`src/rtl/apb_arb_pkg.sv`:
```
// Shared state encoding and default sizing for the APB request arbiter.
// The optional completion timeout is enabled with APB_ARB_TIMEOUT_EN.
package apb_arb_pkg;

   localparam int unsigned NUM_REQ_DEF        = 4;
   localparam int unsigned ADDR_W_DEF         = 9;
   localparam int unsigned DATA_W_DEF         = 8;
   localparam int unsigned TIMEOUT_CYCLES_DEF = 64;

   typedef enum logic [1:0] {
      IDLE  = 2'd0,
      ISSUE = 2'd1,
      RESP  = 2'd2
   } state_e;

endpackage

```
`src/rtl/apb_rr_arbiter.sv`:
```
// Combinational round-robin pick: the first valid requester at or after i_ptr,
// wrapping at NUM_REQ, reported as a one-hot grant and a binary index.
module apb_rr_arbiter #(
   parameter int unsigned NUM_REQ = 4,
   parameter int unsigned IDX_W   = 2
) (
   input  logic [NUM_REQ-1:0] i_valid,
   input  logic [IDX_W-1:0]   i_ptr,
   output logic [NUM_REQ-1:0] o_grant,
   output logic [IDX_W-1:0]   o_idx,
   output logic               o_any
);

   int unsigned      w_sum;
   logic [IDX_W-1:0] w_k_idx;

   always_comb begin
      o_grant = '0;
      o_idx   = '0;
      o_any   = 1'b0;
      w_sum   = 0;
      w_k_idx = '0;
      for (int unsigned k = 0; k < NUM_REQ; k++) begin
         w_sum = 32'(i_ptr) + k;
         if (w_sum >= NUM_REQ) begin
            w_sum = w_sum - NUM_REQ;
         end
         w_k_idx = IDX_W'(w_sum);
         if (!o_any && i_valid[w_k_idx]) begin
            o_any            = 1'b1;
            o_idx            = w_k_idx;
            o_grant[w_k_idx] = 1'b1;
         end
      end
   end

endmodule

```
`src/rtl/apb_req_arbiter.sv`:
```
// Shares one APB master between NUM_REQ requesters, one transfer at a time.
// Defining APB_ARB_TIMEOUT_EN adds a completion timeout of TIMEOUT_CYCLES.
module apb_req_arbiter
   import apb_arb_pkg::*;
#(
   parameter int unsigned NUM_REQ        = NUM_REQ_DEF,
   parameter int unsigned ADDR_W         = ADDR_W_DEF,
   parameter int unsigned DATA_W         = DATA_W_DEF,
   parameter int unsigned TIMEOUT_CYCLES = TIMEOUT_CYCLES_DEF
) (
   input  logic                      PCLK,
   input  logic                      PRESET,
   input  logic [NUM_REQ-1:0]        req_valid,
   input  logic [NUM_REQ-1:0]        req_write,
   input  logic [NUM_REQ*ADDR_W-1:0] req_addr,
   input  logic [NUM_REQ*DATA_W-1:0] req_wdata,
   output logic [NUM_REQ-1:0]        req_grant,
   output logic [NUM_REQ-1:0]        rsp_valid,
   output logic [DATA_W-1:0]         rsp_rdata,
   output logic                      rsp_err,
   output logic                      transfer,
   output logic                      READ_WRITE,
   output logic [ADDR_W-1:0]         apb_write_paddr,
   output logic [ADDR_W-1:0]         apb_read_paddr,
   output logic [DATA_W-1:0]         apb_write_data,
   input  logic                      PENABLE,
   input  logic                      PREADY,
   input  logic                      PSLVERR,
   input  logic [DATA_W-1:0]         apb_read_data_out
);

   localparam int unsigned IDX_W = (NUM_REQ > 1) ? $clog2(NUM_REQ) : 1;

   state_e              r_state;
   logic [IDX_W-1:0]    r_ptr;
   logic [IDX_W-1:0]    r_owner;
   logic                r_write;
   logic [ADDR_W-1:0]   r_addr;
   logic [DATA_W-1:0]   r_wdata;
   logic                r_transfer;
   logic [NUM_REQ-1:0]  r_rsp_valid;
   logic [DATA_W-1:0]   r_rsp_rdata;
   logic                r_rsp_err;

   logic [NUM_REQ-1:0]  w_grant;
   logic [IDX_W-1:0]    w_idx;
   logic                w_any;
   logic                w_cmpl;
   logic                w_tmo;
   logic                w_out_en;

   apb_rr_arbiter #(
      .NUM_REQ (NUM_REQ),
      .IDX_W   (IDX_W)
   ) u_rr (
      .i_valid (req_valid),
      .i_ptr   (r_ptr),
      .o_grant (w_grant),
      .o_idx   (w_idx),
      .o_any   (w_any)
   );

   assign w_cmpl = (r_state == ISSUE) && PENABLE && PREADY;

`ifdef APB_ARB_TIMEOUT_EN
   localparam int unsigned TMO_W = (TIMEOUT_CYCLES > 1) ? $clog2(TIMEOUT_CYCLES) : 1;

   logic [TMO_W-1:0] r_tmo_cnt;

   // Counts ISSUE cycles; held at zero elsewhere so every ISSUE entry starts fresh.
   always_ff @(posedge PCLK) begin
      if (PRESET || (r_state != ISSUE)) begin
         r_tmo_cnt <= '0;
      end else begin
         r_tmo_cnt <= r_tmo_cnt + 1'b1;
      end
   end

   assign w_tmo = (r_state == ISSUE) && !w_cmpl && (r_tmo_cnt == TMO_W'(TIMEOUT_CYCLES - 1));
`else
   logic w_unused_tmo;
   assign w_unused_tmo = ^TIMEOUT_CYCLES;
   assign w_tmo        = 1'b0;
`endif

   always_ff @(posedge PCLK) begin
      if (PRESET) begin
         r_state     <= IDLE;
         r_ptr       <= '0;
         r_owner     <= '0;
         r_write     <= 1'b0;
         r_addr      <= '0;
         r_wdata     <= '0;
         r_transfer  <= 1'b0;
         r_rsp_valid <= '0;
         r_rsp_rdata <= '0;
         r_rsp_err   <= 1'b0;
      end else begin
         unique case (r_state)
            IDLE: begin
               if (w_any) begin
                  r_ptr      <= (w_idx == IDX_W'(NUM_REQ - 1)) ? '0 : w_idx + 1'b1;
                  r_owner    <= w_idx;
                  r_write    <= req_write[w_idx];
                  r_addr     <= req_addr[32'(w_idx)*ADDR_W +: ADDR_W];
                  r_wdata    <= req_wdata[32'(w_idx)*DATA_W +: DATA_W];
                  r_transfer <= 1'b1;
                  r_state    <= ISSUE;
               end
            end
            ISSUE: begin
               if (w_cmpl || w_tmo) begin
                  r_transfer  <= 1'b0;
                  r_rsp_valid <= NUM_REQ'(1) << r_owner;
                  r_rsp_err   <= w_cmpl ? PSLVERR : 1'b1;
                  r_rsp_rdata <= (w_cmpl && !r_write) ? apb_read_data_out : '0;
                  r_state     <= RESP;
               end
            end
            RESP: begin
               r_rsp_valid <= '0;
               r_rsp_rdata <= '0;
               r_rsp_err   <= 1'b0;
               r_state     <= IDLE;
            end
            default: r_state <= IDLE;
         endcase
      end
   end

   // Reset forces every output low immediately, including mid-transfer.
   assign w_out_en        = r_transfer && !PRESET;
   assign transfer        = w_out_en;
   assign READ_WRITE      = w_out_en && r_write;
   assign apb_write_paddr = (w_out_en && r_write)  ? r_addr  : '0;
   assign apb_write_data  = (w_out_en && r_write)  ? r_wdata : '0;
   assign apb_read_paddr  = (w_out_en && !r_write) ? r_addr  : '0;
   assign req_grant       = (!PRESET && (r_state == IDLE)) ? w_grant : '0;
   assign rsp_valid       = PRESET ? '0 : r_rsp_valid;
   assign rsp_rdata       = PRESET ? '0 : r_rsp_rdata;
   assign rsp_err         = !PRESET && r_rsp_err;

endmodule

```
`config.mk`:
```
export PLATFORM = sky130hd
export DESIGN_NAME = apb_req_arbiter
export DESIGN_NICKNAME = d
export VERILOG_FILES = /design/src/rtl/apb_arb_pkg.sv /design/src/rtl/apb_rr_arbiter.sv /design/src/rtl/apb_req_arbiter.sv
export SDC_FILE = /design/constraint.sdc
export NUM_CORES = 1
export LEC_CHECK = 0
export ABC_AREA = 1
export BUFFER_PORTS_ARGS = -buffer_cell sky130_fd_sc_hd__buf_2
export CORE_ASPECT_RATIO = 0.8
export CORE_MARGIN = 2
export CORE_UTILIZATION = 35
export DETAILED_ROUTE_END_ITERATION = 12
export PLACE_DENSITY = 0.72
export SLEW_MARGIN = 0
export SYNTH_ARGS = -nofsm -noshare
export SYNTH_HDL_FRONTEND = slang
export SYNTH_SLANG_ARGS = --single-unit
export TNS_END_PERCENT = 20
```
`constraint.sdc`:
```
create_clock -name PCLK -period 5.1 [get_ports PCLK]
set_clock_uncertainty 0.05 [all_clocks]
set_input_delay 0.255 -clock PCLK [delete_from_list [all_inputs] [get_ports PCLK]]
set_output_delay 0.255 -clock PCLK [all_outputs]
set_load 0.02 [all_outputs]
```
==> metrics.json, run 1 <==
{
  "run_status": {"value": "finished, final reports clean"},
  "num_rows": {"value": 30},
  "die_x": {"value": 108.6, "unit": "um"},
  "detail-route-antenna-nets": {"value": 0},
  "fp.coreArea": {"value": 8483, "unit": "sq um"},
  "cts_setup_buffers": {"value": 0},
  "power_density": {"value": 541.4, "unit": "nW/um^2"},
  "worstSetupStartpoint": {"value": "r_ptr[0]$_SDFFE_PP0P_"},
  "cts_repair_resize_count": {"value": 0},
  "setup_repair_after_global_routing_missed_its_margin": {"value": "no"},
  "leakage_power": {"value": 2.406, "unit": "nW"},
  "ff2ff_path_depth": {"value": 14},
  "nets": {"value": 757},
  "worst_slew_pin_slew": {"value": 1.232, "unit": "ns"},
  "final_antenna_diode_count": {"value": 0},
  "timing.final.crit_period": {"value": 3.822, "unit": "ns"},
  "clock_sink_count": {"value": 38},
  "max_cap_viol_count": {"value": 0},
  "category_of_the_worst_setup_path_launch_point": {"value": "flop"},
  "relSlewSlack": {"value": 17.65, "unit": "%"},
  "finalHoldViolCount": {"value": 0},
  "regToRegEndpoint": {"value": "r_addr[1]$_SDFFE_PP0P_"},
  "timing.setup.tns": {"value": 0, "unit": "ns"},
  "avgRoutedWirePerCell": {"value": 12.54, "unit": "um"},
  "max-vdd-ir-drop": {"value": 0.2891, "unit": "mV"},
  "cts_made_buffers": {"value": 5},
  "grt_pass1_vias": {"value": 3482},
  "grt-ovfl-total": {"value": 0},
  "worst-setup-path-type": {"value": "flop to flop"},
  "clk-insertion-delay-late": {"value": 0.30, "unit": "ns"},
  "synth_top_area_share": {"value": 24.82, "unit": "%"},
  "worstReg2RegStart": {"value": "r_ptr[0]$_SDFFE_PP0P_"},
  "achievable-frequency": {"value": 0.2616, "unit": "GHz"},
  "antenna_found_initial": {"value": 0},
  "finalCritPeriodShare": {"value": 74.95, "unit": "%"},
  "netlist_top_cells_area": {"value": "dfxtp_1 25%, inv_1 17%, nand3_1 17%"},
  "setup_viol": {"value": 0},
  "final.hold.worst_slack": {"value": 0.1531, "unit": "ns"},
  "clk_transition_reported_paths": {"value": 0.08, "unit": "ns"},
  "clock_buffer_depth": {"value": 2},
  "starting_density_of_the_core": {"value": 36.14, "unit": "%"},
  "die_h": {"value": 87.71, "unit": "um"},
  "io_buffer_count": {"value": 133},
  "grt_pass1_wl": {"value": 15840, "unit": "um"},
  "postSynthNetCount": {"value": 640},
  "synth_cells": {"value": 544},
  "place.gp.congestion": {"value": 0.9936},
  "synthDistinctLibCells": {"value": 30},
  "route.detailed.vias_per_inst": {"value": 4.788},
  "grt_use_total": {"value": 20.84, "unit": "%"},
  "cts_htree_levels": {"value": 2},
  "worst-endpoint-required": {"value": 5.25, "unit": "ns"},
  "growth_of_design_area_from_synthesis_to_finish": {"value": 25.55, "unit": "%"},
  "yosys_warnings": {"value": 0},
  "drt-total-wl": {"value": 9703, "unit": "um"},
  "endpoint_kind": {"value": "flop"},
  "avgSynthCellArea": {"value": 5.635, "unit": "sq um"},
  "iteration_count_of_the_initial_detailed_routing_pass": {"value": 5},
  "drt-initial-drc-count": {"value": 213},
  "remaining_drc_errors": {"value": 0},
  "worstHoldPathType": {"value": "input port to flop"},
  "route.vias.total": {"value": 3706},
  "layout-drive-gt1-share": {"value": 24.92, "unit": "%"},
  "pin_count_of_the_biggest_net_entering_global_routing": {"value": 39},
  "crit_arrival": {"value": 3.97, "unit": "ns"},
  "die_area": {"value": 9527, "unit": "sq um"},
  "synth_top_area_cell": {"value": "dfxtp_1"},
  "timing.critical_path.fanout_max": {"value": 38},
  "timing.final.max_slew_violations": {"value": 0},
  "reg2reg_setup_slack": {"value": 1.28, "unit": "ns"},
  "cts_root_buf": {"value": "clkbuf_8"},
  "critical_path.endpoint": {"value": "r_addr[1]$_SDFFE_PP0P_"},
  "design.portCount": {"value": 134},
  "hpwl": {"value": 7483, "unit": "um"},
  "ys_seq_elements": {"value": 38},
  "register_area_share_after_synthesis": {"value": 24.82, "unit": "%"},
  "cts_hold_buf": {"value": 0},
  "tritoncts": {"value": "built"},
  "mappedNetlistArea": {"value": 3065, "unit": "sq um"}
}
==> metal layers <==
layer,global-route usage [%],wire length (um)
met5,0,0
met4,6.061,114
met3,4.018,598
met2,35.80,4569
met1,26.69,4420
==> layout by cell type, fill, tap and decap left out, types with 5 or more instances in the layout <==
cell type  instances
nand2_2            8
inv_1            142
a21oi_1           16
nand3_1          105
nand2_1          107
buf_2            133
nor2_1            48
ha_1               7
o21ai_0           24
dfxtp_1           38
clkbuf_8           5
inv_2              6
==> power breakdown <==
part / internal, mW / switching (mW)
logic: 0.433 / 0.972
clock network: 0.144 / 0.116
registers: 0.383 / 0.0357
total: 0.960 / 1.12
==> metrics by stage <==
stage	utilization, %	cells	power, mW	cell area (sq um)	setup WS [ns]
after floorplan	-	544	1.584	3065	2.731
after global placement	44.09	766	1.783	3740	1.544
after detailed placement	44.09	766	1.815	3740	1.354
after CTS	45.37	774	2.073	3849	1.344
after global routing	45.37	774	2.286	3849	0.8838
final	45.37	774	2.084	3849	1.278
==> synthesized netlist by cell type <==
cell and count:
clkbuf_1 9, or2_2 1, o31ai_1 1, o21ai_2 1
clkinv_1 1, nand4_4 1, o21ai_0 24, a31oi_1 1
ha_1 7, nor2_4 1, nand3_2 2, o22ai_1 3
dfxtp_1 38, nand3_1 105, buf_2 6, nand2_4 2
a21oi_1 16, nand4_1 1, a22oi_1 1, nand2_1 107
buf_6 5, inv_1 142, a221oi_1 1, nor2_1 48
inv_2 6, inv_4 1, a21boi_0 1, buf_1 3
nor3_2 1, nand2_2 8
==> critical path: stages, from the launching register on <==
cell	delay, ns
dfxtp_1	0.53
inv_2	0.19
ha_1	0.39
inv_1	0.12
nand3_2	0.08
nand2_2	0.11
inv_2	0.08
o21ai_2	0.16
nand2_2	0.41
nand2_1	1.09
nand2_1	0.17
nand3_1	0.14
nand3_1	0.08
nand2_1	0.09
inv_1	0.04
==> worst min-delay path by stage <==
stage | start | endpoint | cells after the start
3_5_place_dp | r_rsp_err$_SDFFE_PP0P_ | r_rsp_err$_SDFFE_PP0P_ | 2
2_1_floorplan | apb_read_data_out[0] | r_rsp_rdata[0]$_SDFFE_PP0P_ | 2
5_1_grt | apb_read_data_out[4] | r_rsp_rdata[4]$_SDFFE_PP0P_ | 3
4_1_cts | apb_read_data_out[7] | r_rsp_rdata[7]$_SDFFE_PP0P_ | 3
3_3_place_gp | r_rsp_err$_SDFFE_PP0P_ | r_rsp_err$_SDFFE_PP0P_ | 2
6_report | apb_read_data_out[1] | r_rsp_rdata[1]$_SDFFE_PP0P_ | 3
==> flip-flops by register name, summed over array words and instances (netlist names) <==
signal       count
r_addr           9
r_owner          2
r_ptr            2
r_rsp_err        1
r_rsp_rdata      8
r_rsp_valid      4
r_state          2
r_transfer       1
r_wdata          8
r_write          1
==> cells by family (layout without fill, tap and decap cells) <==
logic type	Yosys count	in the layout	synth area share (%)
buf+inv	173	291	22.73
fa+ha+maj	7	7	2.857
compound gates	49	49	8.654
flops	38	38	24.82
simple gates	277	277	40.94
==> final cells by class <==
class	count	area, sq um
multi-input combinational	333	1608
fill	930	4634
timing repair buffer	133	665.6
clock buffer	5	68.82
clock inverter	3	40.04
sequential	38	760.7
inverter	150	565.5
tap	112	140.1
(Power assumes the default switching activity.)
==> run 2: changes to the inputs <==
--- a/config.mk
+++ b/config.mk
@@ -5,13 +5,13 @@
 export SDC_FILE = /design/constraint.sdc
 export NUM_CORES = 1
 export LEC_CHECK = 0
-export ABC_AREA = 1
+export ABC_AREA = 0
 export BUFFER_PORTS_ARGS = -buffer_cell sky130_fd_sc_hd__buf_2
 export CORE_ASPECT_RATIO = 0.8
 export CORE_MARGIN = 2
 export CORE_UTILIZATION = 35
 export DETAILED_ROUTE_END_ITERATION = 12
-export PLACE_DENSITY = 0.72
+export PLACE_DENSITY = 0.77
 export SLEW_MARGIN = 0
 export SYNTH_ARGS = -nofsm -noshare
 export SYNTH_HDL_FRONTEND = slang
==> constraint.sdc (replaced) <==
create_clock -name PCLK -period 3.4 [get_ports PCLK]
set_clock_uncertainty 0.05 [all_clocks]
set_input_delay 0.17 -clock PCLK [delete_from_list [all_inputs] [get_ports PCLK]]
set_output_delay 0.17 -clock PCLK [all_outputs]
set_load 0.02 [all_outputs]
==> run 2 against run 1 <==
Effect of this change:
- non-clock buffer count rose by 7
- sequential cell count did not move
- global-route usage fell by 3.1 points
- critical endpoint is now r_wdata[6]$_SDFFE_PP0P_
- die area fell by 17%
- cell count fell by 36%
- first-iteration DRC count fell by 36%
- clock power rose by 24%
- count of clock-buffer cells in the layout rose by 1
- power rose by 5.8%
- critical path type unchanged
==> metrics.json, run 2 <==
{
  "design.portCount": {"value": 134, "change": "unchanged"},
  "fp.coreArea": {"value": 6925, "unit": "sq um", "change": "-18%"},
  "num_rows": {"value": 27, "change": "-10%"},
  "cts_htree_levels": {"value": 2, "change": "unchanged"},
  "synth_enable_flop_cells": {"value": 0, "change": "unchanged"},
  "cts_root_buf": {"value": "clkbuf_8"},
  "drt-initial-drc-count": {"value": 136, "change": "-36%"},
  "crit_arrival": {"value": 3.22, "unit": "ns", "change": "-0.75 ns"},
  "leakage_power": {"value": 1.806, "unit": "nW", "change": "-25%"},
  "largest_register_ff_count": {"value": 9, "change": "unchanged"},
  "cp_cell_sequence": {"value": "inv_1 > ha_1 > mux4_2 > and3_1 > or3_2 > buf_4 > mux2i_1 > o21ai_0 > o221a_1"},
  "critical_path.slowest_cell": {"value": "or3_2"},
  "detail-route-antenna-nets": {"value": 0, "change": "unchanged"},
  "synthDistinctLibCells": {"value": 38, "change": "+27%"},
  "die_area": {"value": 7910, "unit": "sq um", "change": "-17%"},
  "tritoncts": {"value": "built"},
  "timing.setup.tns": {"value": 0, "unit": "ns", "change": "unchanged"},
  "worst-setup-path-type": {"value": "flop to flop"},
  "avgRoutedWirePerCell": {"value": 14.72, "unit": "um", "change": "+17%"},
  "hpwl": {"value": 5527, "unit": "um", "change": "-26%"},
  "drt-total-wl": {"value": 7318, "unit": "um", "change": "-25%"},
  "worst-path-buf-inv": {"value": 2, "change": "-2"},
  "cp_delay_by_family_top": {"value": "simple AND/OR/NAND/NOR gates"},
  "crit_path_max_incr_delay": {"value": 0.49, "unit": "ns", "change": "-0.60 ns"},
  "report.power.total": {"value": 2.205, "unit": "mW", "change": "+5.8%"},
  "grt-ovfl-total": {"value": 0, "change": "unchanged"},
  "async_flop_share": {"value": 0, "unit": "%", "change": "unchanged"},
  "place_worst_setup_slack": {"value": 0.1482, "unit": "ns", "change": "-1.206 ns"},
  "clk-insertion-delay-late": {"value": 0.28, "unit": "ns", "change": "-0.02 ns"},
  "max-vdd-ir-drop": {"value": 0.2268, "unit": "mV", "change": "-22%"},
  "ff2ff_path_depth": {"value": 9, "change": "-5"},
  "category_of_the_worst_setup_path_launch_point": {"value": "flop"},
  "top_register": {"value": "r_addr"},
  "starting_density_of_the_core": {"value": 36.44, "unit": "%", "change": "+0.31 points"},
  "hold-path-cell-count": {"value": 2, "change": "-1"},
  "instances_no_fill": {"value": 497, "change": "-36%"},
  "place_inst": {"value": 489, "change": "-36%"},
  "max_cap_viol_count": {"value": 0, "change": "unchanged"},
  "yosys_warnings": {"value": 0, "change": "unchanged"},
  "place.gp.congestion": {"value": 0.8240, "change": "-17%"},
  "ys_seq_elements": {"value": 38, "change": "unchanged"},
  "finalHoldViolCount": {"value": 0, "change": "unchanged"},
  "worstHoldPathType": {"value": "input port to flop"},
  "worst-endpoint-required": {"value": 3.53, "unit": "ns", "change": "-1.72 ns"},
  "antenna_found_initial": {"value": 0, "change": "unchanged"},
  "avgSynthCellArea": {"value": 8.886, "unit": "sq um", "change": "+58%"},
  "netlist_top_cells_area": {"value": "dfxtp_1 30%, mux2i_1 16%, and3_1 4.5%"},
  "route.detailed.vias_per_inst": {"value": 5.294, "change": "+11%"},
  "die_h": {"value": 79.95, "unit": "um", "change": "-8.8%"},
  "postSynthNetCount": {"value": 380, "change": "-41%"},
  "n_fill_cell": {"value": 691, "change": "-26%"},
  "mappedNetlistArea": {"value": 2524, "unit": "sq um", "change": "-18%"},
  "synth.cells.most_frequent": {"value": "40 x mux2i_1, 38 x dfxtp_1, 23 x nor2_1"},
  "worst_slew_pin_slew": {"value": 0.9121, "unit": "ns", "change": "-0.3202 ns"},
  "nets": {"value": 505, "change": "-33%"},
  "reg_top3": {"value": "r_addr x9, r_rsp_rdata x8, r_wdata x8"},
  "power_density": {"value": 662.1, "unit": "nW/um^2", "change": "+22%"},
  "layout-drive-gt1-share": {"value": 37.80, "unit": "%", "change": "+13 points"},
  "most_common_library_cell_in_the_layout_ignoring_fill_and_taps": {"value": "buf_2"},
  "growth_of_design_area_from_synthesis_to_finish": {"value": 31.98, "unit": "%"},
  "pin_count_of_the_biggest_net_entering_global_routing": {"value": 25, "change": "-36%"},
  "grt_pass1_wl": {"value": 11350, "unit": "um", "change": "-28%"},
  "route.vias.total": {"value": 2631, "change": "-29%"},
  "postLayoutCoreUtil": {"value": 48.09, "unit": "%", "change": "+2.7 points"},
  "synth_top_area_cell": {"value": "dfxtp_1"},
  "clk_transition_reported_paths": {"value": 0.08, "unit": "ns", "change": "about the same"},
  "clock_buffer_depth": {"value": 2, "change": "unchanged"},
  "synth_cells": {"value": 284, "change": "-48%"},
  "timing.critical_path.fanout_max": {"value": 21, "change": "-45%"},
  "register_area_share_after_synthesis": {"value": 30.14, "unit": "%", "change": "+5.3 points"},
  "placedInstanceArea": {"value": 3234, "unit": "sq um", "change": "-14%"},
  "finalCritPeriodShare": {"value": 91.09, "unit": "%", "change": "+16 points"},
  "synth_top_area_share": {"value": 30.14, "unit": "%", "change": "+5.3 points"},
  "iteration_count_of_the_initial_detailed_routing_pass": {"value": 4, "change": "-1"},
  "cts_hold_buf": {"value": 0, "change": "unchanged"},
  "yosys.cell_count.top_type": {"value": "mux2i_1"},
  "grt_use_total": {"value": 17.72, "unit": "%", "change": "-3.1 points"},
  "timing.final.crit_period": {"value": 3.097, "unit": "ns", "change": "-0.7252 ns"},
  "worstSetupPathDepth": {"value": 9, "change": "-5"},
  "remaining_drc_errors": {"value": 0, "change": "unchanged"},
  "die_x": {"value": 98.94, "unit": "um", "change": "-8.9%"},
  "setup_viol": {"value": 0, "change": "unchanged"},
  "final_design_area_no_fill": {"value": 3331, "unit": "sq um", "change": "-13%"},
  "setup_repair_after_global_routing_missed_its_margin": {"value": "no"},
  "synth-main-ff-cell": {"value": "dfxtp_1"},
  "finalWorstSetupSlack": {"value": 0.3030, "unit": "ns", "change": "-0.9748 ns"},
  "cts_made_buffers": {"value": 5, "change": "unchanged"},
  "endpoint_kind": {"value": "flop"},
  "final_antenna_diode_count": {"value": 0, "change": "unchanged"},
  "achievable-frequency": {"value": 0.3229, "unit": "GHz", "change": "+23%"},
  "run_status": {"value": "finished, final reports clean"},
  "relSlewSlack": {"value": 38.91, "unit": "%", "change": "+21 points"},
  "final.hold.worst_slack": {"value": 0.04243, "unit": "ns", "change": "-0.1107 ns"},
  "io_buffer_count": {"value": 133, "change": "unchanged"},
  "clock_sink_count": {"value": 38, "change": "unchanged"},
  "grt_pass1_vias": {"value": 2354, "change": "-32%"},
  "timing.final.max_slew_violations": {"value": 0, "change": "unchanged"},
  "layout_common_cells": {"value": "133 x buf_2, 40 x mux2i_1, 37 x dfxtp_1"}
}
## run 2: changes by cell type after synthesis, sizes merged, moves of 5 or more
| cell | change |
|---|---|
| mux2i | +41 |
| nand3 | -95 |
| o221ai | +9 |
| and3 | +18 |
| nor2b | +18 |
| o221a | +9 |
| buf | -5 |
| a22o | +11 |
| o21ai | -15 |
| inv | -140 |
| nor2 | -26 |
| a21oi | -10 |
| nand2 | -107 |
| and2 | +10 |
## run 2: final cells by class
cell class,instances,area [sq um],share of cell area [%]
timing repair buffer,140,718.2,21.56
sequential,38,762.0,22.88
tap,87,108.9,3.268
clock inverter,2,12.51,0.3757
clock buffer,6,82.58,2.479
multi-input combinational,215,1613,48.42
inverter,9,33.78,1.014
## run 2: path summary, 6_finish.rpt
path	startpoint	to	slack, ns
worst min-delay path	apb_read_data_out[5]	r_rsp_rdata[5]$_SDFFE_PP0P_	0.04
worst min register to register	r_transfer$_SDFFE_PP0P_	r_transfer$_SDFFE_PP0P_	0.43
worst max-delay path	r_ptr[1]$_SDFFE_PP0P_	r_wdata[6]$_SDFFE_PP0P_	0.30
worst max register to register	r_ptr[1]$_SDFFE_PP0P_	r_wdata[6]$_SDFFE_PP0P_	0.30
## run 2: repair_timing
| item | 4_1_cts | 5_1_grt |
|---|---|---|
| resized for setup | 0 | 1 |
| setup buffers | 0 | 0 |
| endpoints found under the setup margin | 0 | 15 |
## run 2: power breakdown
part	total (mW)	switching (mW)	internal, mW
logic	1.19	0.665	0.521
registers	0.697	0.123	0.575
clock network	0.322	0.159	0.163
total	2.21	0.947	1.26
## run 2: metal layers
layer / track usage, % / part of all wire (%) / vias up / wire [um]
li1: - / - / 1305 / -
met1: 23.43 / 45 / 1229 / 3262
met2: 29.93 / 48 / 93 / 3517
met3: 4.116 / 6.8 / 4 / 498
met4: 3.014 / 0.55 / 0 / 40
met5: 0 / 0 / - / 0
## run 2: kinds of logic after synthesis
| logic type | Yosys count | synth area share [%] |
|---|---|---|
| buffers and inverters | 31 | 5.999 |
| and+or+nand+nor | 100 | 20.67 |
| adders and majority gates | 7 | 3.470 |
| DFF | 38 | 30.14 |
| muxes | 44 | 19.09 |
| AOI/OAI and AO/OA | 64 | 20.63 |
